===== config.mk =====
export PLATFORM = sky130hd
export DESIGN_NAME = fetch_unit_flat
export DESIGN_NICKNAME = d
export VERILOG_FILES = /design/src/rtl/fetch_unit_if.sv /design/src/rtl/fetch_unit.sv /design/src/flat_wrapper.sv
export SDC_FILE = /design/constraint.sdc
export NUM_CORES = 1
export LEC_CHECK = 0
export CELL_PAD_IN_SITES_DETAIL_PLACEMENT = 1
export CELL_PAD_IN_SITES_GLOBAL_PLACEMENT = 1
export CORE_ASPECT_RATIO = 0.9
export CORE_MARGIN = 4
export CORE_UTILIZATION = 45
export DETAILED_ROUTE_END_ITERATION = 10
export PLACE_DENSITY_LB_ADDON = 0.12
export SLEW_MARGIN = 20
export SYNTH_ARGS = -nofsm -noshare
export SYNTH_HDL_FRONTEND = slang
export SYNTH_SLANG_ARGS = --single-unit

===== constraint.sdc =====
create_clock -name clk -period 16.8 [get_ports clk]
set_input_delay 3.36 -clock clk [delete_from_list [all_inputs] [get_ports clk]]
set_output_delay 3.36 -clock clk [all_outputs]
set_load 0.005 [all_outputs]

===== src/rtl/fetch_unit_if.sv =====
// ---------------------------------------------------------------------------
// fetch_unit_if
// Groups the instruction-memory read port, the redirect input and the
// decoder-side instruction handshake of the fetch unit.
//   master : the fetch unit itself
//   slave  : the environment (instruction memory, branch unit, decoder)
// Signals:
//   mem_r_enable  fetch -> mem   read request
//   mem_addr      fetch -> mem   word-aligned read address
//   mem_data      mem -> fetch   read data, one cycle after the request
//   redirect      env -> fetch   taken branch/jump, one-cycle pulse
//   redirect_pc   env -> fetch   new fetch address (bits [1:0] ignored)
//   instr_valid   fetch -> dec   buffer head holds an instruction
//   instr         fetch -> dec   instruction word at the buffer head
//   instr_pc      fetch -> dec   address of instr
//   instr_ready   dec -> fetch   decoder accepts the head
// ---------------------------------------------------------------------------
interface fetch_unit_if;
  logic        mem_r_enable;
  logic [31:0] mem_addr;
  logic [31:0] mem_data;
  logic        redirect;
  logic [31:0] redirect_pc;
  logic        instr_valid;
  logic [31:0] instr;
  logic [31:0] instr_pc;
  logic        instr_ready;

  modport master (
    output mem_r_enable, mem_addr, instr_valid, instr, instr_pc,
    input  mem_data, redirect, redirect_pc, instr_ready
  );

  modport slave (
    input  mem_r_enable, mem_addr, instr_valid, instr, instr_pc,
    output mem_data, redirect, redirect_pc, instr_ready
  );
endinterface


===== src/rtl/fetch_unit.sv =====
// ---------------------------------------------------------------------------
// fetch_unit
// Sequential instruction fetch with a DEPTH-entry instruction buffer and
// credit-based flow control: a read is issued only while the buffer plus the
// single outstanding read leave room, so a response can always be stored.
// A redirect drops the buffer, squashes the read in flight and restarts
// fetching at the new address two cycles later.
// Ports:
//   clk  : clock, all state updates on its rising edge
//   rst  : asynchronous active-low reset
//   bus  : fetch_unit_if.master (memory port, redirect, decoder handshake)
// Parameters:
//   RESET_PC : first fetch address after reset
//   DEPTH    : instruction buffer entries (power of two, >= 2)
// ---------------------------------------------------------------------------
module fetch_unit #(
  parameter logic [31:0] RESET_PC = 32'h0000_0000,
  parameter int          DEPTH    = 4
) (
  input  logic          clk,
  input  logic          rst,
  fetch_unit_if.master  bus
);

  localparam int PTR_W = $clog2(DEPTH);
  localparam int CNT_W = PTR_W + 1;

  typedef enum logic [1:0] {
    S_FETCH = 2'd0,
    S_FULL  = 2'd1,
    S_FLUSH = 2'd2
  } state_t;

  state_t             r_state;
  logic [31:0]        r_fetch_pc;
  logic [31:0]        r_req_pc;
  logic               r_pend;
  logic [CNT_W-1:0]   r_count;
  logic [PTR_W-1:0]   r_wr_ptr;
  logic [PTR_W-1:0]   r_rd_ptr;
  logic [31:0]        r_buf_data [DEPTH];
  logic [31:0]        r_buf_pc   [DEPTH];

  logic [CNT_W-1:0]   w_credit;
  logic [CNT_W-1:0]   w_count_next;
  logic [CNT_W-1:0]   w_credit_next;
  logic               w_issue;
  logic               w_push;
  logic               w_pop;
  logic               w_valid;
  logic [31:0]        w_redirect_pc;

  // Credit, handshake and next-occupancy decode
  always_comb begin
    w_redirect_pc = bus.redirect_pc & 32'hFFFF_FFFC;
    w_credit      = CNT_W'(DEPTH) - r_count - CNT_W'(r_pend);
    w_valid       = (r_count != '0);
    w_pop         = w_valid && bus.instr_ready;
    // The response in flight during a redirect belongs to the old stream.
    w_push        = r_pend && !bus.redirect;
    // Gated by rst so the read strobe is low for the whole reset window.
    w_issue       = rst && (r_state == S_FETCH) && (w_credit != '0) && !bus.redirect;
    if (bus.redirect) begin
      w_count_next = '0;
    end else begin
      w_count_next = r_count + CNT_W'(w_push) - CNT_W'(w_pop);
    end
    // Credit as it will stand next cycle decides FETCH versus FULL.
    w_credit_next = CNT_W'(DEPTH) - w_count_next - CNT_W'(w_issue);
  end

  // Fetch state machine, fetch PC, outstanding read and buffer bookkeeping
  always_ff @(posedge clk or negedge rst) begin
    if (!rst) begin
      r_state    <= S_FETCH;
      r_fetch_pc <= RESET_PC;
      r_req_pc   <= 32'h0000_0000;
      r_pend     <= 1'b0;
      r_count    <= '0;
      r_wr_ptr   <= '0;
      r_rd_ptr   <= '0;
    end else if (bus.redirect) begin
      r_state    <= S_FLUSH;
      r_fetch_pc <= w_redirect_pc;
      r_pend     <= 1'b0;
      r_count    <= '0;
      r_wr_ptr   <= '0;
      r_rd_ptr   <= '0;
    end else begin
      case (r_state)
        S_FETCH: r_state <= (w_credit_next == '0) ? S_FULL : S_FETCH;
        S_FULL:  r_state <= (w_credit_next == '0) ? S_FULL : S_FETCH;
        S_FLUSH: r_state <= S_FETCH;
        default: r_state <= S_FETCH;
      endcase
      if (w_issue) begin
        r_fetch_pc <= r_fetch_pc + 32'd4;
        r_req_pc   <= r_fetch_pc;
      end
      r_pend   <= w_issue;
      r_count  <= w_count_next;
      // Pointer width equals log2(DEPTH), so increments wrap modulo DEPTH.
      r_wr_ptr <= r_wr_ptr + PTR_W'(w_push);
      r_rd_ptr <= r_rd_ptr + PTR_W'(w_pop);
    end
  end

  // Buffer storage: response word and its PC written together
  always_ff @(posedge clk) begin
    if (w_push) begin
      r_buf_data[r_wr_ptr] <= bus.mem_data;
      r_buf_pc[r_wr_ptr]   <= r_req_pc;
    end
  end

  // Output drive; head fields read as zero whenever the buffer is empty
  always_comb begin
    bus.mem_r_enable = w_issue;
    bus.mem_addr     = r_fetch_pc;
    bus.instr_valid  = w_valid;
    if (w_valid) begin
      bus.instr    = r_buf_data[r_rd_ptr];
      bus.instr_pc = r_buf_pc[r_rd_ptr];
    end else begin
      bus.instr    = 32'h0000_0000;
      bus.instr_pc = 32'h0000_0000;
    end
  end

endmodule


===== src/flat_wrapper.sv =====
// flat-port wrapper written by rule: the top's interface ports become plain ports
module fetch_unit_flat 
#(
  parameter logic [31:0] RESET_PC = 32'h0000_0000,
  parameter int          DEPTH    = 4
)
  (clk, rst, bus_mem_r_enable, bus_mem_addr, bus_instr_valid, bus_instr, bus_instr_pc, bus_mem_data, bus_redirect, bus_redirect_pc, bus_instr_ready);
  fetch_unit_if bus_i ();
  input  logic clk;
  input  logic rst;
  output wire logic [$bits(bus_i.mem_r_enable)-1:0] bus_mem_r_enable;
  output wire logic [$bits(bus_i.mem_addr)-1:0] bus_mem_addr;
  output wire logic [$bits(bus_i.instr_valid)-1:0] bus_instr_valid;
  output wire logic [$bits(bus_i.instr)-1:0] bus_instr;
  output wire logic [$bits(bus_i.instr_pc)-1:0] bus_instr_pc;
  input wire logic [$bits(bus_i.mem_data)-1:0] bus_mem_data;
  input wire logic [$bits(bus_i.redirect)-1:0] bus_redirect;
  input wire logic [$bits(bus_i.redirect_pc)-1:0] bus_redirect_pc;
  input wire logic [$bits(bus_i.instr_ready)-1:0] bus_instr_ready;
  assign bus_mem_r_enable = bus_i.mem_r_enable;
  assign bus_mem_addr = bus_i.mem_addr;
  assign bus_instr_valid = bus_i.instr_valid;
  assign bus_instr = bus_i.instr;
  assign bus_instr_pc = bus_i.instr_pc;
  assign bus_i.mem_data = bus_mem_data;
  assign bus_i.redirect = bus_redirect;
  assign bus_i.redirect_pc = bus_redirect_pc;
  assign bus_i.instr_ready = bus_instr_ready;
  fetch_unit #(.RESET_PC(RESET_PC), .DEPTH(DEPTH)) u_core (.clk(clk), .rst(rst), .bus(bus_i));
endmodule

==> run summary, run 1 <==
* **fraction of the cycle the final worst path needs** 54.4%
* **achievable frequency** 109 MHz
* **via count** 7387
* **most area-consuming cells after synthesis** sky130_fd_sc_hd__edfxtp_1, sky130_fd_sc_hd__dfrtp_1, sky130_fd_sc_hd__mux4_2, sky130_fd_sc_hd__nor2b_1, sky130_fd_sc_hd__mux2_2
* **sequential element share of the synthesized area** 70.6%
* **Skew-Pair Late Insertion Delay** 510 ps
* **detailed-routing iteration count for the pre-antenna-repair pass** 4
* **total power divided by cell area** 146 nW/um2
* **M1 GR Usage** 25.6%
* **Crit Path Class** primary input to primary output
* **layout overhead on the synthesized area** 23.6%
* **setup_tns** 0 ps
* **global-route met2 utilization** 31.7%
* **cts-stage hold buffer count** 0
* **total detailed-routing wirelength** 29700 um
* **share of async-settable or async-resettable flops after synthesis** 22.0%
* **placed inst area** 15000 um2
* **transition time at the pin with the least slew margin** 1110 ps
* **RSZ-0062 raised after global routing** false
* **Die Area** 31700 um2
* **setup slack on the worst flop-to-flop path** 12380 ps
* **total number of H-tree levels** 2
* **Mapped Cells** 753
* **Post-Synth XOR/XNOR Area** 0.846%
* **setup ws final** 7660 ps
* **final core utilization** 57.0%
* **pre-CTS setup slack** 7630 ps
* **number of filler instances in the final layout** 2597
* **Main synth FF type** sky130_fd_sc_hd__edfxtp_1
* **initial standard-cell utilization of the core** 46.1%
* **worst-case clock skew** 16.8 ps
* **synthesized area per cell** 17.3 um2
* **time the final worst path needs with I/O delays and setup** 9140 ps
* **most frequent cell after synthesis** sky130_fd_sc_hd__edfxtp_1
* **worst hold stages** 0
* **TritonCTS clock tree** done
* **Post-CTS Repair Setup Buffers** 0
* **critical path data required time** 13440 ps
* **Pins Over Slew Limit** 0
* **number of max-cap violations** 0
* **Top-Level Pins** 166
* **average wire per cell in the routed design** 22.8 um
* **Resized cells post-CTS** 0
* **compound-gate portion of the synthesized area** 3.65%
* **post-route design area** 16100 um2
* **DRC marker count from the first detailed-route iteration** 483
* **fraction of synthesized area in multiplexers** 13.5%
* **number of buffers created by CTS** 35
* **busiest layer in global routing** met2
* **fraction of final layout cells with drive strength greater than 1** 17.2%
* **Root Buffer** sky130_fd_sc_hd__clkbuf_16
* **number of setup violations in the final report** 0
* **die extent in y** 169 um
* **Core Area** 28200 um2
* **Final #Nets** 998
* **initial antenna violation count** 0
* **combined area of all synthesized cells** 13000 um2
* **nature of the critical path endpoint** primary output
* **maximum number of pins on one net before global-route repair** 71
* **CP startpoint kind** primary input
* **ranking of synthesized cells by instance count** sky130_fd_sc_hd__edfxtp_1, sky130_fd_sc_hd__nor2b_1, sky130_fd_sc_hd__dfrtp_1, sky130_fd_sc_hd__mux4_2, sky130_fd_sc_hd__mux2_2
* **overall power after layout** 2.35 mW
* **static leakage power** 5.29 nW
* **DP HPWL** 18000 um
* **grt met3 use** 3.33%
* **result of the run** completed
* **type of the tightest min-delay check** flop to flop
* **All-Layer GR Usage** 18.8%
* **warning count from the yosys run** 0
* **headroom to the max-slew limit** 25.3%
* **maximum net fanout on the critical path** 33
* **arithmetic-cell share of the synthesized area counting full adders, half adders and majority gates** 1.02%
* **final global-route overflow total** 0
* **final weighted congestion in routability-driven placement** 0.751
* **Clock transition at path regs** 60 ps
* **post-synthesis sequential element count** 318
* **TritonCTS Sinks** 318
* **Yosys cell types** 53
* **placement row count** 58
* **number of flops mapped to enable cells by yosys** 248
* **total count of hold-check failures in the final report** 0
* **remaining routing DRC violations** 0
* **simple logic cell fraction of the synthesized area** 8.48%
* **Horiz. Die Dim** 187 um
* **number of antenna cells inserted** 0
* **post-route antenna net violation count** 0
* **global-route wire length before repair** 47000 um
* **Max Buffers Root-to-Sink** 3
* **vias in the first global route** 8147
* **post-DR vias/cell** 5.66
* **buffers added on ports** 159
* **area share of the largest cell type after synthesis** 57.2%
* **dominant combinational cell family by area after synthesis** multiplexers
* **biggest area consumer among synthesized cells** sky130_fd_sc_hd__edfxtp_1
* **WP data arrival** 5780 ps
* **number of cell instances on the worst register-to-register path** 13
* **Worst IR Drop VDD** 0.0886 mV
[routing by layer]
layer	vias up	wire [um]
li1	3300	-
met1	3849	12900
met2	188	14800
met3	50	1380
met4	0	709
met5	-	0
[cell type report]
class                   instances  area [um2]  share of cell area (%)
clock buffers                  53        1020                    6.32
clock inverters                 9        71.3                   0.443
inverters                      13        48.8                   0.303
multi-input cells             382        3620                    22.5
flip-flops and latches        318        9210                    57.2
well taps                     360         450                    2.80
repair buffers                170        1680                    10.4
[worst max-delay path, cell delays in order]
cell and delay, ps:
sky130_fd_sc_hd__buf_4 110, sky130_fd_sc_hd__or3b_1 460, sky130_fd_sc_hd__a21oi_1 330, sky130_fd_sc_hd__and2_2 840, sky130_fd_sc_hd__clkdlybuf4s50_1 660
[cells by family (layout without fill, tap and decap cells)]
| logic type | after synthesis | count (layout) |
|---|---|---|
| other cells | 1 | 4 |
| compound gates | 69 | 69 |
| simple gates | 194 | 194 |
| fa+ha+maj | 10 | 10 |
| mux | 94 | 94 |
| buf+inv | 56 | 245 |
| xor+xnor | 11 | 11 |
| flops | 318 | 318 |
[stage by stage]
stage                     instances  hold WS (ps)
after global placement         1243           485
after global routing           1305           539
after detailed placement       1243           509
after CTS                      1305           522
after floorplan                 756           472
final                          1305           523
[registers in the layout, indices dropped and copies added (netlist names)]
register,count
u_core.bus.mem_addr,30
u_core.r_buf_data,128
u_core.r_buf_pc,120
u_core.r_count,3
u_core.r_pend,1
u_core.r_rd_ptr,2
u_core.r_req_pc,30
u_core.r_state,2
u_core.r_wr_ptr,2
[power by group]
group / internal, mW / total, mW / switching [mW]
Clock: 0.433 / 0.723 / 0.290
Combinational: 0.338 / 0.577 / 0.239
Sequential: 0.957 / 1.05 / 0.0906
Total: 1.73 / 2.35 / 0.619
[layout by cell type (no fill, tap or decap), types with 3 or more instances in the layout]
master,instances
sky130_fd_sc_hd__edfxtp_1,248
sky130_fd_sc_hd__clkdlybuf4s50_1,158
sky130_fd_sc_hd__nor2b_1,72
sky130_fd_sc_hd__dfrtp_1,68
sky130_fd_sc_hd__mux4_2,62
sky130_fd_sc_hd__clkbuf_16,38
sky130_fd_sc_hd__mux2_2,30
sky130_fd_sc_hd__nor2_1,28
sky130_fd_sc_hd__nand3_1,22
sky130_fd_sc_hd__nand2_1,19
sky130_fd_sc_hd__o21ai_0,17
sky130_fd_sc_hd__or4_1,16
sky130_fd_sc_hd__a31oi_1,15
sky130_fd_sc_hd__clkbuf_1,14
sky130_fd_sc_hd__inv_1,13
sky130_fd_sc_hd__buf_4,11
sky130_fd_sc_hd__o31ai_1,10
sky130_fd_sc_hd__ha_1,9
sky130_fd_sc_hd__xnor2_1,6
sky130_fd_sc_hd__nand4_1,6
sky130_fd_sc_hd__clkinv_2,5
sky130_fd_sc_hd__xor2_1,4
sky130_fd_sc_hd__or2_2,4
sky130_fd_sc_hd__and4_1,4
sky130_fd_sc_hd__or3_1,4
sky130_fd_sc_hd__a221oi_1,4
sky130_fd_sc_hd__conb_1,4
sky130_fd_sc_hd__nor3_1,3
sky130_fd_sc_hd__a2111oi_0,3
sky130_fd_sc_hd__a22oi_1,3
sky130_fd_sc_hd__nor4_1,3
[final timing paths]
kind | from | end
max | rst | bus_mem_r_enable
min | u_core.r_req_pc[22] | u_core.r_buf_pc[1][22]
max reg2reg | u_core.r_count[1] | u_core.r_state[0]
min reg2reg | u_core.r_req_pc[22] | u_core.r_buf_pc[1][22]
max in group asynchronous | rst | u_core.r_rd_ptr[1]
min in group asynchronous | rst | u_core.r_req_pc[14]
(Power assumes the default switching activity.)
==> inputs of run 2 (changes only) <==
CORE_UTILIZATION = 42   (was 45)
clock period = 7.4 ns   (was 16.8 ns; I/O delays follow)
==> run 2 against run 1 <==
Compared with the run above:
- core utilization fell by 3.3 points
- register-to-register slack got worse by 8700 ps
- final cell count rose by 3.4%
- via count rose by 0.65%
- power rose by 130%
- hold slack got worse by 2.4 ps
- clock power rose by 140%
- first-iteration DRC count fell by 11%
- critical path type unchanged
- critical endpoint unchanged
- largest cell class unchanged
- largest power group unchanged
- highest routed layer unchanged
==> run summary, run 2 (same netlist as run 1, synthesis figures left out) <==
* **setup_tns** 0 ps, unchanged
* **Clock transition at path regs** 60 ps, about the same
* **vias in the first global route** 7995, -1.9%
* **transition time at the pin with the least slew margin** 1030 ps, -83.5 ps
* **cts-stage hold buffer count** 0, unchanged
* **count of placed standard cells in the final layout, fillers left out** 1350, +3.4%
* **post-route antenna net violation count** 0, unchanged
* **hold slack final** 521 ps, -2.42 ps
* **layout overhead on the synthesized area** 24.7%
* **Crit Path Class** primary input to primary output
* **DRC marker count from the first detailed-route iteration** 429, -11%
* **number of setup violations in the final report** 0, unchanged
* **maximum net fanout on the critical path** 51, +55%
* **setup ws final** 2130 ps, -5530 ps
* **pre-CTS setup slack** 2120 ps, -5510 ps
* **Final #Nets** 1000, +0.20%
* **fraction of final layout cells with drive strength greater than 1** 17.2%, -0.036 points
* **Top-Level Pins** 166, unchanged
* **initial antenna violation count** 0, unchanged
* **Post-CTS Repair Setup Buffers** 0, unchanged
* **final weighted congestion in routability-driven placement** 0.802, +6.8%
* **M1 GR Usage** 25.5%, -0.078 points
* **number of max-cap violations** 0, unchanged
* **number of filler instances in the final layout** 2813, +8.3%
* **Core Area** 30300 um2, +7.2%
* **grt met3 use** 3.62%, +0.29 points
* **Skew-Pair Late Insertion Delay** 510 ps, about the same
* **number of buffers created by CTS** 35, unchanged
* **total power divided by cell area** 335 nW/um2, +130%
* **CP startpoint kind** primary input
* **total number of H-tree levels** 2, unchanged
* **most common cell after layout, fill and taps aside** sky130_fd_sc_hd__edfxtp_1
* **number of antenna cells inserted** 0, unchanged
* **Pins Over Slew Limit** 0, unchanged
* **Horiz. Die Dim** 194 um, +3.4%
* **via count** 7435, +0.65%
* **maximum number of pins on one net before global-route repair** 72, +1.4%
* **die extent in y** 175 um, +3.3%
* **result of the run** completed
* **Resized cells post-CTS** 0, unchanged
* **max reg flops** 128, unchanged
* **headroom to the max-slew limit** 31.6%, +6.3 points
* **initial standard-cell utilization of the core** 43.0%, -3.1 points
* **TritonCTS Sinks** 318, unchanged
* **post-DR vias/cell** 5.51, -2.7%
* **detailed-routing iteration count for the pre-antenna-repair pass** 5, +1
* **fraction of the cycle the final worst path needs** 71.2%
* **WP data arrival** 3790 ps, -1990 ps
* **buffers added on ports** 159, unchanged
* **worst-case clock skew** 12.5 ps, -4.28 ps
* **type of the tightest min-delay check** flop to flop
* **total count of hold-check failures in the final report** 0, unchanged
* **TritonCTS clock tree** done
* **average wire per cell in the routed design** 22.4 um, -1.9%
* **Worst IR Drop VDD** 0.189 mV, +110%
* **remaining routing DRC violations** 0, unchanged
* **Die Area** 33900 um2, +6.8%
* **total detailed-routing wirelength** 30200 um, +1.5%
* **registers with the highest flip-flop counts** u_core.r_buf_data (128), u_core.r_buf_pc (120)
* **Top reg by flops** u_core.r_buf_data
* **achievable frequency** 190 MHz
* **critical path data required time** 5920 ps, -7520 ps
* **RSZ-0062 raised after global routing** false
* **busiest layer in global routing** met2
* **final global-route overflow total** 0, unchanged
* **nature of the critical path endpoint** primary output
* **leading cell types in the layout, fill and taps excluded** sky130_fd_sc_hd__edfxtp_1, sky130_fd_sc_hd__clkdlybuf4s50_1, sky130_fd_sc_hd__nor2b_1, sky130_fd_sc_hd__dfrtp_1, sky130_fd_sc_hd__mux4_2
* **global-route wire length before repair** 47800 um, +1.6%
* **global-route met2 utilization** 28.6%, -3.1 points
* **number of cells in the design after placement** 1288, +3.6%
* **Max Buffers Root-to-Sink** 3, unchanged
* **static leakage power** 5.33 nW, +0.76%
* **All-Layer GR Usage** 17.8%, -1.0 points
* **time the final worst path needs with I/O delays and setup** 5270 ps
* **placement row count** 60, +3.4%
* **Root Buffer** sky130_fd_sc_hd__clkbuf_16
* **DP HPWL** 19000 um, +5.4%
run 2: changes by cell type in the layout (fill, tap and decap cells not counted), sizes merged:
| cell | delta |
|---|---|
| buf | +2 |
| clkinv | +2 |
| clkbuf | -5 |
| bufinv | +3 |
run 2: routing by layer:
layer / wire (um) / share of wire [%]
met2: 14400 / 48
met5: 0 / 0
met3: 1560 / 5.2
met4: 495 / 1.6
met1: 13700 / 46
run 2: through the flow:
step           util (%)  total power, mW  instance area (um2)
6_report           53.7             5.44                16200
5_1_grt            53.7             5.72                16200
4_1_cts            53.7             5.53                16200
3_5_place_dp       49.8             3.77                15100
3_3_place_gp       49.8             3.72                15100
2_1_floorplan         -             3.06                13000
run 2: final timing paths:
path | slack, ps | cells past startpoint | from | end
worst max-delay path | 2130 | 5 | bus_redirect | bus_mem_r_enable
worst min-delay path | 520 | 0 | u_core.r_req_pc[16] | u_core.r_buf_pc[2][16]
worst max register to register | 3720 | 13 | u_core.r_count[1] | u_core.r_state[0]
worst min register to register | 520 | 0 | u_core.r_req_pc[16] | u_core.r_buf_pc[2][16]
max in group asynchronous | 5390 | 2 | rst | u_core.r_rd_ptr[0]
min in group asynchronous | 1290 | 2 | rst | u_core.bus.mem_addr[19]
run 2: power by group:
group	total, mW	leakage, nW	switching, mW	internal [mW]
Combinational	1.29	1.73	0.528	0.766
Clock	1.74	0.563	0.658	1.08
Sequential	2.40	3.03	0.234	2.17
Total	5.44	5.33	1.42	4.02
run 2: layout make-up:
type	count	area, um2	share of cell area (%)
Timing Repair Buffer	172	1680	10.4
Tap cell	403	504	3.11
Clock buffer	48	998	6.15
Inverter	13	48.8	0.300
Sequential cell	318	9200	56.7
Clock inverter	14	160	0.986
Multi-Input combinational cell	382	3640	22.4
run 2: worst max-delay path, stage by stage:
cell and delay [ps]:
sky130_fd_sc_hd__clkdlybuf4s50_1 450, sky130_fd_sc_hd__buf_4 440, sky130_fd_sc_hd__inv_1 590, sky130_fd_sc_hd__and2_1 350, sky130_fd_sc_hd__clkdlybuf4s50_1 460
